## src/rtl/ex_muldiv_unit_if.sv

```systemverilog
// Issue/result bus between the ID/EX stage and the iterative muldiv unit.
// Compile-time option MULDIV_DIVZERO_EN adds the DivZero pulse to the bus.
interface ex_muldiv_unit_if #(parameter int WIDTH = 32);
   logic             Start;
   logic             Flush;
   logic [5:0]       E_func;
   logic [WIDTH-1:0] E_busA;
   logic [WIDTH-1:0] E_busB;
   logic             Busy;
   logic [WIDTH-1:0] Result;
   logic [WIDTH-1:0] HI;
   logic [WIDTH-1:0] LO;
`ifdef MULDIV_DIVZERO_EN
   logic             DivZero;
   modport master (output Start, Flush, E_func, E_busA, E_busB,
                   input  Busy, Result, HI, LO, DivZero);
   modport slave  (input  Start, Flush, E_func, E_busA, E_busB,
                   output Busy, Result, HI, LO, DivZero);
`else
   modport master (output Start, Flush, E_func, E_busA, E_busB,
                   input  Busy, Result, HI, LO);
   modport slave  (input  Start, Flush, E_func, E_busA, E_busB,
                   output Busy, Result, HI, LO);
`endif
endinterface

```

## src/rtl/ex_muldiv_unit.sv

```systemverilog
// EX-stage iterative radix-2 multiply/divide unit owning HI/LO.
// Define MULDIV_DIVZERO_EN to trap divide-by-zero at issue (DivZero pulse, no RUN).
module ex_muldiv_unit #(
   parameter int WIDTH = 32,
   parameter int CNT_W = 6
) (
   input logic             Clk,
   input logic             Rst,
   ex_muldiv_unit_if.slave mdu
);
   localparam logic [5:0] F_MFHI = 6'h10;
   localparam logic [5:0] F_MTHI = 6'h11;
   localparam logic [5:0] F_MFLO = 6'h12;
   localparam logic [5:0] F_MTLO = 6'h13;

   typedef enum logic [1:0] {IDLE, RUN, FIX} state_t;

   state_t             state;
   logic [CNT_W-1:0]   cnt;
   logic [WIDTH-1:0]   hi_q, lo_q;
   logic [WIDTH-1:0]   acc_hi, acc_lo, opnd_b;
   logic               op_mul, sign_p, sign_r;

   logic               is_md, is_div, is_signed, dz, issue;
   logic [WIDTH-1:0]   abs_a, abs_b;
   logic [WIDTH:0]     mul_sum, div_shift, div_diff;
   logic [2*WIDTH-1:0] prod_neg;

   always_comb begin
      is_md     = (mdu.E_func[5:2] == 4'b0110);
      is_div    = is_md & mdu.E_func[1];
      is_signed = ~mdu.E_func[0];
      abs_a     = (is_signed & mdu.E_busA[WIDTH-1]) ? -mdu.E_busA : mdu.E_busA;
      abs_b     = (is_signed & mdu.E_busB[WIDTH-1]) ? -mdu.E_busB : mdu.E_busB;
   end

`ifdef MULDIV_DIVZERO_EN
   assign dz          = is_div & (mdu.E_busB == '0);
   assign mdu.DivZero = (state == IDLE) & mdu.Start & ~mdu.Flush & dz;
`else
   assign dz = 1'b0;
`endif

   assign issue      = (state == IDLE) & mdu.Start & is_md & ~mdu.Flush & ~dz;
   assign mdu.Busy   = (state != IDLE) | issue;
   assign mdu.HI     = hi_q;
   assign mdu.LO     = lo_q;
   assign mdu.Result = (mdu.E_func == F_MFHI) ? hi_q :
                       (mdu.E_func == F_MFLO) ? lo_q : '0;

   // Multiply: acc_lo holds the multiplier and shifts right into the product.
   // Divide: {acc_hi,acc_lo} is {remainder,dividend->quotient}, shifting left.
   assign mul_sum   = {1'b0, acc_hi} + (acc_lo[0] ? {1'b0, opnd_b} : '0);
   assign div_shift = {acc_hi, acc_lo[WIDTH-1]};
   assign div_diff  = div_shift - {1'b0, opnd_b};
   assign prod_neg  = -{acc_hi, acc_lo};

   always_ff @(posedge Clk) begin
      if (Rst) begin
         state  <= IDLE;
         cnt    <= '0;
         hi_q   <= '0;
         lo_q   <= '0;
         acc_hi <= '0;
         acc_lo <= '0;
         opnd_b <= '0;
         op_mul <= 1'b0;
         sign_p <= 1'b0;
         sign_r <= 1'b0;
      end else begin
         case (state)
            IDLE: begin
               if (issue) begin
                  acc_hi <= '0;
                  acc_lo <= abs_a;
                  opnd_b <= abs_b;
                  op_mul <= ~mdu.E_func[1];
                  sign_p <= is_signed & (mdu.E_busA[WIDTH-1] ^ mdu.E_busB[WIDTH-1]);
                  sign_r <= is_signed & mdu.E_busA[WIDTH-1];
                  cnt    <= CNT_W'(WIDTH-1);
                  state  <= RUN;
               end else if (mdu.Start & ~mdu.Flush) begin
                  if (mdu.E_func == F_MTHI) hi_q <= mdu.E_busA;
                  if (mdu.E_func == F_MTLO) lo_q <= mdu.E_busA;
               end
            end
            RUN: begin
               if (mdu.Flush) begin
                  state <= IDLE;
               end else begin
                  if (op_mul) begin
                     {acc_hi, acc_lo} <= {mul_sum, acc_lo[WIDTH-1:1]};
                  end else if (!div_diff[WIDTH]) begin
                     acc_hi <= div_diff[WIDTH-1:0];
                     acc_lo <= {acc_lo[WIDTH-2:0], 1'b1};
                  end else begin
                     acc_hi <= div_shift[WIDTH-1:0];
                     acc_lo <= {acc_lo[WIDTH-2:0], 1'b0};
                  end
                  if (cnt == '0) state <= FIX;
                  else           cnt   <= cnt - 1'b1;
               end
            end
            FIX: begin
               state <= IDLE;
               if (!mdu.Flush) begin
                  if (op_mul) begin
                     {hi_q, lo_q} <= sign_p ? prod_neg : {acc_hi, acc_lo};
                  end else begin
                     lo_q <= sign_p ? -acc_lo : acc_lo;
                     hi_q <= sign_r ? -acc_hi : acc_hi;
                  end
               end
            end
            default: state <= IDLE;
         endcase
      end
   end
endmodule
```

## src/flat_wrapper.sv

```systemverilog
// flat-port wrapper written by rule: the top's interface ports become plain ports
module ex_muldiv_unit_flat 
#(
   parameter int WIDTH = 32,
   parameter int CNT_W = 6
)
  (Clk, Rst, mdu_Start, mdu_Flush, mdu_E_func, mdu_E_busA, mdu_E_busB, mdu_Busy, mdu_Result, mdu_HI, mdu_LO);
  ex_muldiv_unit_if #(.WIDTH(WIDTH)) mdu_i ();
  input logic Clk;
  input logic Rst;
  input wire logic [$bits(mdu_i.Start)-1:0] mdu_Start;
  input wire logic [$bits(mdu_i.Flush)-1:0] mdu_Flush;
  input wire logic [$bits(mdu_i.E_func)-1:0] mdu_E_func;
  input wire logic [$bits(mdu_i.E_busA)-1:0] mdu_E_busA;
  input wire logic [$bits(mdu_i.E_busB)-1:0] mdu_E_busB;
  output wire logic [$bits(mdu_i.Busy)-1:0] mdu_Busy;
  output wire logic [$bits(mdu_i.Result)-1:0] mdu_Result;
  output wire logic [$bits(mdu_i.HI)-1:0] mdu_HI;
  output wire logic [$bits(mdu_i.LO)-1:0] mdu_LO;
  assign mdu_i.Start = mdu_Start;
  assign mdu_i.Flush = mdu_Flush;
  assign mdu_i.E_func = mdu_E_func;
  assign mdu_i.E_busA = mdu_E_busA;
  assign mdu_i.E_busB = mdu_E_busB;
  assign mdu_Busy = mdu_i.Busy;
  assign mdu_Result = mdu_i.Result;
  assign mdu_HI = mdu_i.HI;
  assign mdu_LO = mdu_i.LO;
  ex_muldiv_unit #(.WIDTH(WIDTH), .CNT_W(CNT_W)) u_core (.Clk(Clk), .Rst(Rst), .mdu(mdu_i));
endmodule
```

## config.mk

```make
export PLATFORM = sky130hd
export DESIGN_NAME = ex_muldiv_unit_flat
export DESIGN_NICKNAME = d
export VERILOG_FILES = /design/src/rtl/ex_muldiv_unit_if.sv /design/src/rtl/ex_muldiv_unit.sv /design/src/flat_wrapper.sv
export SDC_FILE = /design/constraint.sdc
export NUM_CORES = 1
export LEC_CHECK = 0
export ABC_AREA = 1
export CORE_ASPECT_RATIO = 1.75
export CORE_MARGIN = 2
export CORE_UTILIZATION = 59
export CTS_CLUSTER_DIAMETER = 200
export CTS_CLUSTER_SIZE = 12
export DETAILED_ROUTE_END_ITERATION = 8
export GPL_ROUTABILITY_DRIVEN = 0
export PLACE_DENSITY = 0.86
export SETUP_SLACK_MARGIN = 0.15
export SYNTH_ARGS = -nofsm -noshare
export SYNTH_HDL_FRONTEND = slang
export SYNTH_SLANG_ARGS = --single-unit
```

## constraint.sdc

```tcl
create_clock -name Clk -period 3.5 [get_ports Clk]
set_input_delay 0.7 -clock Clk [delete_from_list [all_inputs] [get_ports Clk]]
set_output_delay 0.7 -clock Clk [all_outputs]
set_load 0.02 [all_outputs]
```

==> flow_summary.json, run 1 <==
{
  "cts_buffers": 17,
  "haltStage": "global routing (5_1_grt)",
  "grt_pass1_vias": 23400,
  "postSynthAreaPerCell_sq_um": 5.558,
  "grt_max_degree": 74,
  "dp_hpwl_microns": 57800,
  "io_buffers": 170,
  "htree_levels": 4,
  "ys_types": 53,
  "overflow": 124,
  "synth_cells": 3069,
  "ctsResizeCount": 0,
  "ys_ff_latch": 171,
  "std_cell_rows": 82,
  "ys_seq_area_share_pct": 20.07,
  "cts_max_path_buffers": 2,
  "initial_core_util_pct": 59.80,
  "grt.total_usage_pct": 56.84,
  "synth_area_sq_mm": 0.01706,
  "num_io_pins": 171,
  "cts.sinks": 171,
  "place_area_sq_mm": 0.01920,
  "status": "aborted with a tool error",
  "cts-hold-fix-buffers": 0,
  "stop_error": "[ERROR GRT-0116] Global routing finished with congestion. Check the congestion regions in the DRC Viewer.",
  "dieWidth_microns": 132.5,
  "cts_setup_buffers": 0,
  "cts-root-buf": "clkbuf_16",
  "grt_pass1_wl_microns": 135900,
  "die_h_microns": 228.9,
  "yosysWarnings": 0,
  "synthesis.nets": 3215
}
synthesized netlist by cell type, drive strengths merged:
cell type  instances  area [sq um]
a211oi             5         42.54
a31oi             39         244.0
o22ai             32         200.2
o211ai             6         45.04
o21a               8         60.06
nor3              32         165.2
fa                 2         40.04
clkinv             2         7.510
clkbuf            83         311.6
a41oi              1         8.760
and2               5         31.28
and3               2         12.51
nand2            758          2874
a21oi            243          1220
o21bai            12         90.09
nand4             38         237.7
inv              503          1888
a21boi             1         7.510
xnor2             15         131.4
o21ai            248          1256
o221ai             6         52.55
xor2              25         219.0
a221oi            23         201.4
nor2             334          1281
ha                70         875.8
nand3            332          1679
buf               33         166.4
dfxtp            171          3423
nor4               7         50.05
o31ai              4         30.03
nor3b              1         7.510
a21o               5         37.54
or2               10         62.56
nand3b            13         97.59
stage by stage:
stage                     std cells  worst slack [ps]  hold slack, ps
after global placement         3550             143.1           458.0
after CTS                      3582             168.5           492.3
after detailed placement       3550             165.7           481.1
after floorplan                3069             858.6           445.0
kinds of logic after synthesis:
kind of cell	Yosys count	synth area share, %
XOR/XNOR	40	2.054
buffers and inverters	621	13.91
adder cells (fa/ha/maj)	72	5.369
AO/OA/AOI/OAI	633	20.49
flip-flops	171	20.07
AND/OR/NAND/NOR	1532	38.10
per-layer routing:
layer | GRT usage [%] | GRT overflow
met4 | 60.18 | 68
met1 | 54.28 | 1
met2 | 81.83 | 55
met5 | 3.105 | 0
met3 | 31.85 | 0
==> run 2: changes to the inputs <==
CORE_ASPECT_RATIO = not set   (was 1.75)
CORE_UTILIZATION = 40   (was 59)
CTS_CLUSTER_DIAMETER = not set   (was 200)
CTS_CLUSTER_SIZE = not set   (was 12)
PLACE_DENSITY = not set   (was 0.86)
PLACE_DENSITY_LB_ADDON = 0.15   (was not set)
SETUP_SLACK_MARGIN = not set   (was 0.15)
==> flow_summary.json, run 2 <==
{
  "rsz0062_at_grt": "false",
  "peakVddDrop_mv": 0.3297,
  "critical_path_class": "input pin to primary output",
  "vias": 21260,
  "antenna_found_initial": 0,
  "cts_max_path_buffers": 2,
  "fillCellCount": 4533,
  "slew_viol_final": 0,
  "final_common_cell": "nand2_1",
  "diodes": 0,
  "p_leak_nw": 9.702,
  "syn_to_final_growth_pct": 18.43,
  "hold_viol": 0,
  "ys_seq_area_share_pct": 20.07,
  "cts_setup_buffers": 0,
  "power.density_mw_per_mm2": 261.8,
  "cts.sinks": 171,
  "clk_latency_ps": 470,
  "dr.pass1.iters": 5,
  "dp_hpwl_microns": 58960,
  "drc_errors": 0,
  "synth_top_area_share_pct": 20.07,
  "fin_crit_sh_pct": 95.55,
  "ys_types": 53,
  "worst_clock_skew_ps": 14.18,
  "critPathMaxStageDelay_ps": 630,
  "worstSetupEndpointType": "primary output",
  "synthesis.nets": 3215,
  "critPathSlowestCell": "clkdlybuf4s50_1",
  "dieWidth_microns": 210.5,
  "synth_area_sq_mm": 0.01706,
  "grt_pass1_wl_microns": 111100,
  "finalCriticalPeriod_ps": 3344,
  "drt-wirelength-per-cell_microns": 19.64,
  "die_h_microns": 210.5,
  "yosysMostFrequentCell": "nand2_1",
  "cp_common_cell": "clkdlybuf4s50_1",
  "drtIter0Drc": 1951,
  "cts-hold-fix-buffers": 0,
  "cp_data_arrival_time_ps": 2640,
  "wirelength_microns": 73970,
  "required_ps": 2800,
  "slew_headroom_pct": 48.07,
  "ant_nets": 0,
  "synth.area.top_cells": "dfxtp_1 20%, nand2_1 17%, inv_1 11%",
  "path_cells": "clkdlybuf4s50_1 -> inv_1 -> nor2_1 -> nand4_1 -> buf_12 -> o22ai_1 -> clkdlybuf4s50_1",
  "synth_cells": 3069,
  "ys.flop_type": "dfxtp_1",
  "grt_pass1_vias": 19310,
  "core-area_sq_mm": 0.04204,
  "grt_max_degree": 71,
  "synth_edf_count": 0,
  "setup_viol_count_final": 0,
  "multi_input_area_sq_mm": 0.01128,
  "crit_buf_inv": 4,
  "yosysWarnings": 0,
  "fin_util_pct": 48.05,
  "critPathLaunchType": "input pin",
  "regArea_sq_mm": 0.003426,
  "tritoncts": "built",
  "worstMarginPinSlew_ps": 778.1,
  "initial_core_util_pct": 40.57,
  "clk_pin_slew_ps": 70,
  "cp_top_family": "buffers and inverters",
  "htree_levels": 4,
  "synthArstFlopShare_pct": 0,
  "max_cap_violations": 0,
  "status": "completed",
  "die_area_sq_mm": 0.04431,
  "std_cell_rows": 75,
  "setup-tns-final_ps": 0,
  "cts-root-buf": "clkbuf_16",
  "routed_via_density": 5.646,
  "synthTopCellsByCount": "754 x nand2_1, 498 x inv_1, 330 x nand3_1, 325 x nor2_1, 242 x a21oi_1",
  "hold_class": "flip-flop to flip-flop",
  "overflow": 0,
  "path_max_fanout": 32,
  "netlist.top_cell.by_area": "dfxtp_1",
  "io_buffers": 170,
  "ctsResizeCount": 0,
  "cts_buffers": 17,
  "grt.total_usage_pct": 32.62,
  "ys_ff_latch": 171,
  "num_io_pins": 171,
  "nNetsFinal": 3361,
  "postSynthAreaPerCell_sq_um": 5.558,
  "final_cell_mix": "753 x nand2_1, 497 x inv_1, 330 x nand3_1, 323 x nor2_1, 242 x a21oi_1",
  "fmax_mhz": 299.0,
  "layout-drive-gt1-share_pct": 4.524
}
## run 2: power by group
part           switching [mW]  internal [mW]
Sequential             0.0228           1.96
Combinational           0.755          0.347
Clock                   0.931           1.27
## run 2: metrics by stage
step	setup WS [ps]	instance area, sq um	total power, mW	std cells	hold WS (ps)
6_report	155.6	20200	5.289	3766	475.4
5_1_grt	34.58	20200	5.461	3766	501.0
4_1_cts	172.3	20200	5.274	3766	476.6
3_5_place_dp	193.0	19560	3.100	3735	463.5
3_3_place_gp	196.7	19560	3.094	3735	459.0
2_1_floorplan	858.6	17060	2.688	3069	445.0
## run 2: final cells by class
| cell class | instances | area share [%] |
|---|---|---|
| multi-input cells | 2277 | 55.83 |
| flip-flops and latches | 171 | 16.96 |
| repair buffers | 243 | 11.30 |
| inverters | 505 | 9.384 |
| well taps | 539 | 3.338 |
| clock buffers | 18 | 2.125 |
| clock inverters | 13 | 1.065 |
## run 2: logic make-up after synthesis
kind of cell / Yosys count / synth area share (%)
compound gates: 633 / 20.49
simple gates: 1532 / 38.10
fa+ha+maj: 72 / 5.369
buf+inv: 621 / 13.91
flops: 171 / 20.07
xor+xnor: 40 / 2.054
## run 2: path summary, 6_finish.rpt
path / slack [ps] / to / depth (start not counted) / from
max: 160 / mdu_Result[9] / 7 / mdu_E_func[4]
min: 480 / u_core.cnt[5]$_SDFFE_PP0P_ / 2 / u_core.cnt[5]$_SDFFE_PP0P_
max reg2reg: 480 / u_core.acc_hi[28]$_SDFFE_PP0P_ / 14 / u_core.acc_lo[0]$_SDFFE_PP0P_
min reg2reg: 480 / u_core.cnt[5]$_SDFFE_PP0P_ / 2 / u_core.cnt[5]$_SDFFE_PP0P_
## run 2: metal layers
metal,track usage (%),up-vias,wire length [microns]
met4,21.08,0,5232
met2,55.32,1053,34540
met1,38.64,9672,28610
li1,-,10310,-
met5,0,-,0
met3,4.678,231,5582
## run 2: worst min-delay path, cell delays in order (launching register included)
cell	delay (ps)
dfxtp_1	310
inv_1	60
a211oi_1	60
No activity file was read; power rests on OpenSTA's default activity.
==> run 3: changes to the inputs <==
TNS_END_PERCENT = 20   (was not set)
==> results of run 3 <==
The final DEF is identical to that of run 2; final timing and power are the same.
